### src/rtl/surv_trace_out.sv
// Survivor trace-out: buffers one 8-word survivor group and streams the selected decision byte MSB first.
// Optional feature macro SURV_MAJ_VOTE_EN: majority vote across all 32 bytes instead of the best_sel lane.
module surv_trace_out #(
    parameter int GRP = 8,
    parameter int DW  = 32
) (
    input  logic          clk,
    input  logic          rst,
    input  logic [DW-1:0] data_in,
    input  logic          sync_in,
    input  logic [4:0]    best_sel,
    output logic          out_bit,
    output logic          out_valid,
    input  logic          out_ready,
    output logic          out_last,
    output logic          overrun
);

    typedef enum logic [1:0] {
        IDLE    = 2'd0,
        CAPTURE = 2'd1,
        EMIT    = 2'd2
    } state_t;

    state_t        state_q, state_d;
    logic [2:0]    wcnt_q, wcnt_d;
    logic [2:0]    bcnt_q, bcnt_d;
    logic [4:0]    sel_q, sel_d;
    logic          overrun_q, overrun_d;
    logic [DW-1:0] buf_q [GRP];

    logic          wr_en;
    logic [2:0]    wr_idx;
    logic          accept;
    logic [2:0]    bit_idx;
    logic          dec_bit;

    assign accept  = (state_q == EMIT) && out_ready;
    assign bit_idx = 3'd7 - bcnt_q;

    // NOTE: every variable gets a default before the case so no path leaves it unassigned (no latches).
    always_comb begin
        state_d   = state_q;
        wcnt_d    = wcnt_q;
        bcnt_d    = bcnt_q;
        sel_d     = sel_q;
        overrun_d = overrun_q;
        wr_en     = 1'b0;
        wr_idx    = wcnt_q;

        case (state_q)
            IDLE: begin
                if (sync_in) begin
                    wr_en   = 1'b1;
                    wr_idx  = 3'd0;
                    wcnt_d  = 3'd1;
                    state_d = CAPTURE;
                end
            end
            CAPTURE: begin
                wr_en = 1'b1;
                if (sync_in) begin
                    // A fresh sync restarts the group; the partial one is silently discarded.
                    wr_idx = 3'd0;
                    wcnt_d = 3'd1;
                end else begin
                    wr_idx = wcnt_q;
                    wcnt_d = wcnt_q + 3'd1;
                    if (wcnt_q == 3'd7) begin
                        sel_d   = best_sel;
                        bcnt_d  = 3'd0;
                        state_d = EMIT;
                    end
                end
            end
            EMIT: begin
                if (accept && (bcnt_q == 3'd7)) begin
                    bcnt_d = 3'd0;
                    if (sync_in) begin
                        wr_en   = 1'b1;
                        wr_idx  = 3'd0;
                        wcnt_d  = 3'd1;
                        state_d = CAPTURE;
                    end else begin
                        wcnt_d  = 3'd0;
                        state_d = IDLE;
                    end
                end else begin
                    if (accept) begin
                        bcnt_d = bcnt_q + 3'd1;
                    end
                    // The buffer is still busy, so an incoming group is lost and flagged.
                    if (sync_in) begin
                        overrun_d = 1'b1;
                    end
                end
            end
            default: begin
                state_d = IDLE;
            end
        endcase
    end

    // NOTE: sequential state uses non-blocking assignments so all registers update from pre-edge values.
    always_ff @(posedge clk or posedge rst) begin
        if (rst) begin
            state_q   <= IDLE;
            wcnt_q    <= 3'd0;
            bcnt_q    <= 3'd0;
            sel_q     <= 5'd0;
            overrun_q <= 1'b0;
        end else begin
            state_q   <= state_d;
            wcnt_q    <= wcnt_d;
            bcnt_q    <= bcnt_d;
            sel_q     <= sel_d;
            overrun_q <= overrun_d;
        end
    end

    // NOTE: the group buffer is small register storage, so it is reset to a known zero state
    // rather than inferred as an unreset RAM.
    always_ff @(posedge clk or posedge rst) begin
        if (rst) begin
            for (int i = 0; i < GRP; i++) begin
                buf_q[i] <= '0;
            end
        end else if (wr_en) begin
            buf_q[wr_idx] <= data_in;
        end
    end

`ifdef SURV_MAJ_VOTE_EN
    logic [5:0] ones;

    always_comb begin
        ones = 6'd0;
        for (int w = 0; w < GRP; w++) begin
            for (int b = 0; b < DW / 8; b++) begin
                ones = ones + 6'(buf_q[w][b * 8 + int'(bit_idx)]);
            end
        end
    end

    assign dec_bit = (ones >= 6'd16);
`else
    logic [7:0] sel_byte;

    assign sel_byte = buf_q[sel_q[4:2]][{sel_q[1:0], 3'b000} +: 8];
    assign dec_bit  = sel_byte[bit_idx];
`endif

    assign out_valid = (state_q == EMIT);
    assign out_bit   = out_valid && dec_bit;
    assign out_last  = out_valid && (bcnt_q == 3'd7);
    assign overrun   = overrun_q;

endmodule

### config.mk
export PLATFORM = sky130hd
export DESIGN_NAME = surv_trace_out
export DESIGN_NICKNAME = d
export VERILOG_FILES = /design/src/rtl/surv_trace_out.sv
export SDC_FILE = /design/constraint.sdc
export NUM_CORES = 1
export LEC_CHECK = 0
export ABC_CLOCK_PERIOD_IN_PS = 8600
export BUFFER_PORTS_ARGS = -buffer_cell sky130_fd_sc_hd__buf_2
export CORE_MARGIN = 2
export CORE_UTILIZATION = 56
export CTS_CLUSTER_SIZE = 14
export DETAILED_ROUTE_END_ITERATION = 10
export GPL_TIMING_DRIVEN = 0
export PLACE_DENSITY = 0.76
export SLEW_MARGIN = 20
export SYNTH_ARGS = -nofsm -noshare
export SYNTH_HDL_FRONTEND = slang
export SYNTH_SLANG_ARGS = --single-unit
### constraint.sdc
create_clock -name clk -period 8.6 [get_ports clk]
set_input_delay 0.86 -clock clk [delete_from_list [all_inputs] [get_ports clk]]
set_output_delay 0.86 -clock clk [all_outputs]
set_load 0.05 [all_outputs]
==> results.yml, run 1 <==
worst_setup_path:
  required_ns: 7.74
  start_kind: "flop"
  r2r_setup_slack_ns: 5.32
  critPathKind: "flop to output port"
  crit_arrival_ns: 3.57
  path_max_fanout: 10
  reg2reg_from: "bcnt_q[1]$_DFFE_PP0P_"
  startpoint: "sel_q[3]$_DFFE_PP0P_"
  cp-end-kind: "output port"
cells_and_area:
  mostFrequentLayoutCell: "dfrtp_1"
  nets: 935
  stdcell_area_sq_mm: 0.0140
  antennaDiodeCount: 0
  syn_to_final_growth_pct: 12.3
  utilization_pct: 64.2
  final_cell_mix: "270 x dfrtp_1, 254 x mux2_2, 66 x buf_2, 48 x mux4_2, 29 x clkbuf_16"
  drive_gt1_share_pct: 48.5
  fill_cells: 1636
  finalNonFillerCells: 1186
outcome:
  status: "finished clean"
die:
  die_area_sq_mm: 0.0235
  start_util_pct: 57.1
  fp-row-count: 54
  ios: 45
  core_sq_mm: 0.0219
  die_x_um: 153
  die_h_um: 153
power_and_ir_drop:
  power_mw: 3.81
  powerDensity_mw_per_mm2: 271
  vdd_drop_max_mv: 0.153
  p_leak_nw: 6.48
synthesis:
  yosysWarnings: 0
  syn_area_sq_mm: 0.0125
  async_flop_share_pct: 100
  synth_edf_count: 0
  syn-mean-instance-area_sq_um: 15.4
  synth_cells: 810
  synth_ff_type: "dfrtp_1"
  ys_seq_area_share_pct: 54.0
  synth_cell_type_count: 48
  synth_fp_nets: 859
  ys_seq_elements: 270
detailed_routing:
  wl_per_cell_um: 24.8
  drtIter0Drc: 595
  route.detailed.vias_per_inst: 6.27
  route.detailed.drc: 0
  num_vias: 7436
  dr.pass1.iters: 5
  drt-total-wl_um: 29400
  detail-route-antenna-nets: 0
sta:
  hold_ws_ns: 0.379
  fin_skew_ns: 0.0110
  slew_violations: 0
  setup_viol: 0
  tns_ns: 0
  hold_viol_final: 0
  min_period_over_period_pct: 51.6
  slew_headroom_pct: 32.2
  min_period_ns: 4.43
  tightest_slew_ns: 1.01
  rsz0062_at_grt: "no"
  max_clock_freq_mhz: 226
  setup_ws_ns: 4.17
placement:
  post-place-cells: 1135
  port_buffers: 43
  detailed_place.area_sq_mm: 0.0131
  dp_hpwl_um: 19800
  routabilityCongestion: 0.861
  place_ws_ns: 4.86
cts:
  cts_root_buf: "clkbuf_16"
  cts_setup_buffers: 0
  clock_latency_ns: 0.54
  clock-sinks: 270
  cts_buffers: 29
  cts_max_path_buffers: 3
  cts_resized: 0
  cts_tree: "yes"
  clkTransAtPathRegs_ns: 0.06
  cts_htree_levels: 1
  holdBufCountCts: 0
worst_hold_path:
  hold_class: "input port to asynchronous set/reset pin"
global_route:
  grt_pass1_vias: 7859
  antenna_found_initial: 0
  grt_pass1_wl_um: 46600
  gr-total-overflow: 0
  grt_use_total_pct: 25.9
  grt_max_degree: 108
run:
  max_cap_viol_count: 0
[where the power goes]
| group | leakage (nW) | switching (mW) | internal [mW] | total, mW |
|---|---|---|---|---|
| Combinational | 2.44 | 0.427 | 0.494 | 0.921 |
| Clock | 0.457 | 0.491 | 0.693 | 1.18 |
| Sequential | 3.59 | 0.144 | 1.56 | 1.70 |
[layer usage]
| layer | GRT usage (%) | wire [um] | vias to the layer above |
|---|---|---|---|
| met2 | 41.1 | 14100 | 203 |
| met3 | 4.00 | 1400 | 55 |
| met1 | 37.7 | 13200 | 3965 |
| met4 | 7.30 | 754 | 0 |
| met5 | 0 | 0 | - |
| li1 | - | - | 3213 |
[cell families after synthesis]
group | share of synthesized area (%)
mux | 36.2
flops | 54.0
buf+inv | 2.87
fa+ha+maj | 0.801
compound gates | 3.65
simple gates | 2.48
[worst paths after layout]
path	to	cells past startpoint
setup / recovery	out_bit	9
min in group clk	overrun$_DFFE_PP0P_	1
hold reg to reg	overrun$_DFFE_PP0P_	1
max in group asynchronous	buf_q[82]$_DFFE_PP0P_	3
setup reg to reg	buf_q[235]$_DFFE_PP0P_	7
hold / removal	buf_q[12]$_DFFE_PP0P_	2
[cells in the mapped netlist, types with 2 or more instances]
library cell	n	area, sq um
dfrtp_1	270	6760
clkbuf_1	12	45.0
and2_1	2	12.5
a21oi_1	11	55.1
mux2i_1	28	280
o211ai_1	2	15.0
nand2_1	17	63.8
a211oi_1	2	15.0
ha_1	8	100
buf_6	6	67.6
nand2b_1	2	12.5
nor2b_1	4	25.0
mux4_1	8	210
buf_2	23	115
o22ai_1	3	18.8
nand3_1	7	35.0
mux2_2	254	2860
nand3b_1	2	15.0
o2111ai_1	2	17.5
a22oi_1	2	15.0
inv_1	11	41.3
mux4_2	48	1080
a31o_2	2	17.5
nor2_1	11	41.3
a31oi_1	2	12.5
o21ai_0	10	50.1
mux2_1	8	90.1
a2111oi_2	2	30.0
o311ai_0	2	17.5
buf_4	10	75.1
o221ai_1	15	131
nor3_1	5	25.0
nand4_1	4	25.0
[worst max-delay path, cell delays in order, from the launching register on]
cell and delay, ns:
dfrtp_1 0.32, buf_4 0.24, buf_4 0.27, buf_2 0.44
mux4_2 0.41, o221ai_1 0.20, a21oi_1 0.06, nor4b_1 0.55
o32ai_1 0.25, buf_2 0.26
[registers in the layout, summed over array words and instances (netlist names)]
register	flops
bcnt_q	3
sel_q	5
wcnt_q	3
buf_q	256
overrun	1
state_q	2
[area by class of cell]
| class | instances | area [sq um] | share of cell area (%) |
|---|---|---|---|
| sequential | 270 | 6760 | 48.1 |
| multi-input combinational | 477 | 5390 | 38.4 |
| clock buffer | 44 | 872 | 6.21 |
| tap | 280 | 350 | 2.49 |
| buffer | 52 | 318 | 2.26 |
| timing repair buffer | 45 | 270 | 1.92 |
| inverter | 11 | 48.8 | 0.347 |
| clock inverter | 7 | 38.8 | 0.276 |
Power figures use the tool's default switching activity.
==> run 2: changes to the inputs <==
--- a/config.mk
+++ b/config.mk
@@ -5,7 +5,7 @@
 export SDC_FILE = /design/constraint.sdc
 export NUM_CORES = 1
 export LEC_CHECK = 0
-export ABC_CLOCK_PERIOD_IN_PS = 8600
+export ABC_CLOCK_PERIOD_IN_PS = 3600
 export BUFFER_PORTS_ARGS = -buffer_cell sky130_fd_sc_hd__buf_2
 export CORE_MARGIN = 2
 export CORE_UTILIZATION = 56
==> constraint.sdc (replaced) <==
create_clock -name clk -period 3.6 [get_ports clk]
set_input_delay 0.36 -clock clk [delete_from_list [all_inputs] [get_ports clk]]
set_output_delay 0.36 -clock clk [all_outputs]
set_load 0.05 [all_outputs]
==> results.yml, run 2 (synthesis gave the netlist of run 1 again) <==
die:
  ios: 45
  fp-row-count: 54
  die_area_sq_mm: 0.0235
  start_util_pct: 57.1
  die_x_um: 153
  die_h_um: 153
  core_sq_mm: 0.0219
sta:
  min_period_ns: 3.51
  tns_ns: 0
  rsz0062_at_grt: "no"
  fin_skew_ns: 0.00916
  slew_violations: 0
  slew_headroom_pct: 39.7
  tightest_slew_ns: 0.905
  hold_viol_final: 0
  max_clock_freq_mhz: 285
  min_period_over_period_pct: 97.5
  setup_viol: 0
cells_and_area:
  antennaDiodeCount: 0
  syn_to_final_growth_pct: 14.9
  stdcell_area_sq_mm: 0.0144
  drive_gt1_share_pct: 50.4
  regMostFlops: "buf_q"
  largest_reg_flops: 256
  nets: 941
  final_cell_mix: "270 x dfrtp_1, 254 x mux2_2, 64 x buf_2, 48 x mux4_2, 29 x clkbuf_16"
  mostFrequentLayoutCell: "dfrtp_1"
  reg_top3: "buf_q x256, sel_q x5"
detailed_routing:
  dr.pass1.iters: 4
  num_vias: 7564
  wl_per_cell_um: 25.1
  drt-total-wl_um: 30000
  detail-route-antenna-nets: 0
  drtIter0Drc: 408
  route.detailed.drc: 0
  route.detailed.vias_per_inst: 6.34
placement:
  detailed_place.area_sq_mm: 0.0133
  dp_hpwl_um: 20200
  routabilityCongestion: 0.913
  port_buffers: 43
power_and_ir_drop:
  combPwrFrac_pct: 24.1
  switching_share_pct: 27.6
  powerDensity_mw_per_mm2: 653
  clkPwrFrac_pct: 32.6
  power.internal_mw: 6.79
  p_sw_mw: 2.59
  vdd_drop_max_mv: 0.510
  p_leak_nw: 6.61
  p_seq_share_pct: 43.3
global_route:
  gr-usage-met1_pct: 37.9
  grt_max_degree: 35
  grt_pass1_wl_um: 46900
  grt_busiest_layer: "met2"
  use_met2_pct: 41.5
  antenna_found_initial: 0
  grt_use_total_pct: 26.1
  grt_pass1_vias: 7857
  gr-total-overflow: 0
  grtUsageMet3_pct: 4.37
run:
  max_cap_viol_count: 0
cts:
  clkTransAtPathRegs_ns: 0.06
  cts_htree_levels: 1
  clock-sinks: 270
  clock_latency_ns: 0.55
  cts_max_path_buffers: 3
  cts_root_buf: "clkbuf_16"
  cts_buffers: 28
  cts_tree: "yes"
  cts_setup_buffers: 0
worst_setup_path:
  crit_arrival_ns: 3.15
  required_ns: 3.24
  cp-end-kind: "output port"
  path_max_fanout: 10
  critPathKind: "flop to output port"
  start_kind: "flop"
worst_hold_path:
  hold_class: "input port to flop"
outcome:
  status: "finished clean"
run 2: power groups by stage:
stage	logic (mW)	clock network, mW	registers, mW
after floorplan	1.67	0	4.00
after global placement	2.12	0	4.09
after detailed placement	2.22	0	4.11
after CTS	2.25	3.10	4.06
after global routing	2.42	3.21	4.15
final	2.26	3.06	4.07
run 2: critical path, cell delays in order, from the launching register on:
cell	delay, ns
dfrtp_1	0.34
buf_6	0.13
buf_8	0.18
buf_12	0.19
buf_8	0.19
buf_8	0.19
mux4_2	0.34
a311oi_2	0.35
nand3_1	0.15
a31oi_1	0.18
o32ai_2	0.12
buf_4	0.22
run 2: worst paths after layout:
path	startpoint	endpoint	slack (ns)	cells past startpoint
max	sel_q[2]$_DFFE_PP0P_	out_bit	0.09	11
min in group asynchronous	rst	buf_q[251]$_DFFE_PP0P_	0.30	3
min reg2reg	overrun$_DFFE_PP0P_	overrun$_DFFE_PP0P_	0.45	1
min	best_sel[3]	sel_q[3]$_DFFE_PP0P_	0.05	2
max reg2reg	bcnt_q[1]$_DFFE_PP0P_	buf_q[235]$_DFFE_PP0P_	0.48	7
max in group asynchronous	rst	buf_q[49]$_DFFE_PP0P_	2.22	7
run 2: area by class of cell:
type | count | area, sq um
plain buffers | 51 | 377
well taps | 280 | 350
repair buffers | 53 | 415
flip-flops and latches | 270 | 6760
inverters | 11 | 45.0
clock buffers | 41 | 861
clock inverters | 10 | 128
fillers | 1572 | 7520
multi-input cells | 477 | 5440
run 2: stage by stage:
stage	utilization [%]	hold WS, ns	worst slack [ns]	cells	power, mW
after global routing	65.6	0.0562	0.0127	1193	9.78
final	65.6	0.0493	0.0918	1193	9.39
after detailed placement	60.6	0.327	0.297	1142	6.33
after global placement	59.7	0.438	-1.93	1133	6.21
after floorplan	-	0.453	-0.327	810	5.67
after CTS	65.4	0.0490	0.00931	1194	9.40
run 2: routing by layer:
| metal | vias up | part of all wire (%) |
|---|---|---|
| met5 | - | 0 |
| met4 | 0 | 2.8 |
| met3 | 66 | 5.1 |
| met2 | 215 | 47 |
| met1 | 4040 | 45 |
| li1 | 3243 | - |
run 2: timing repair:
| item | in CTS | in global routing |
|---|---|---|
| endpoints found under the setup margin | 1 | 1 |
| resized for setup | 12 | 18 |
| hold endpoints to repair | 8 | 0 |
| hold buffers | 1 | 0 |
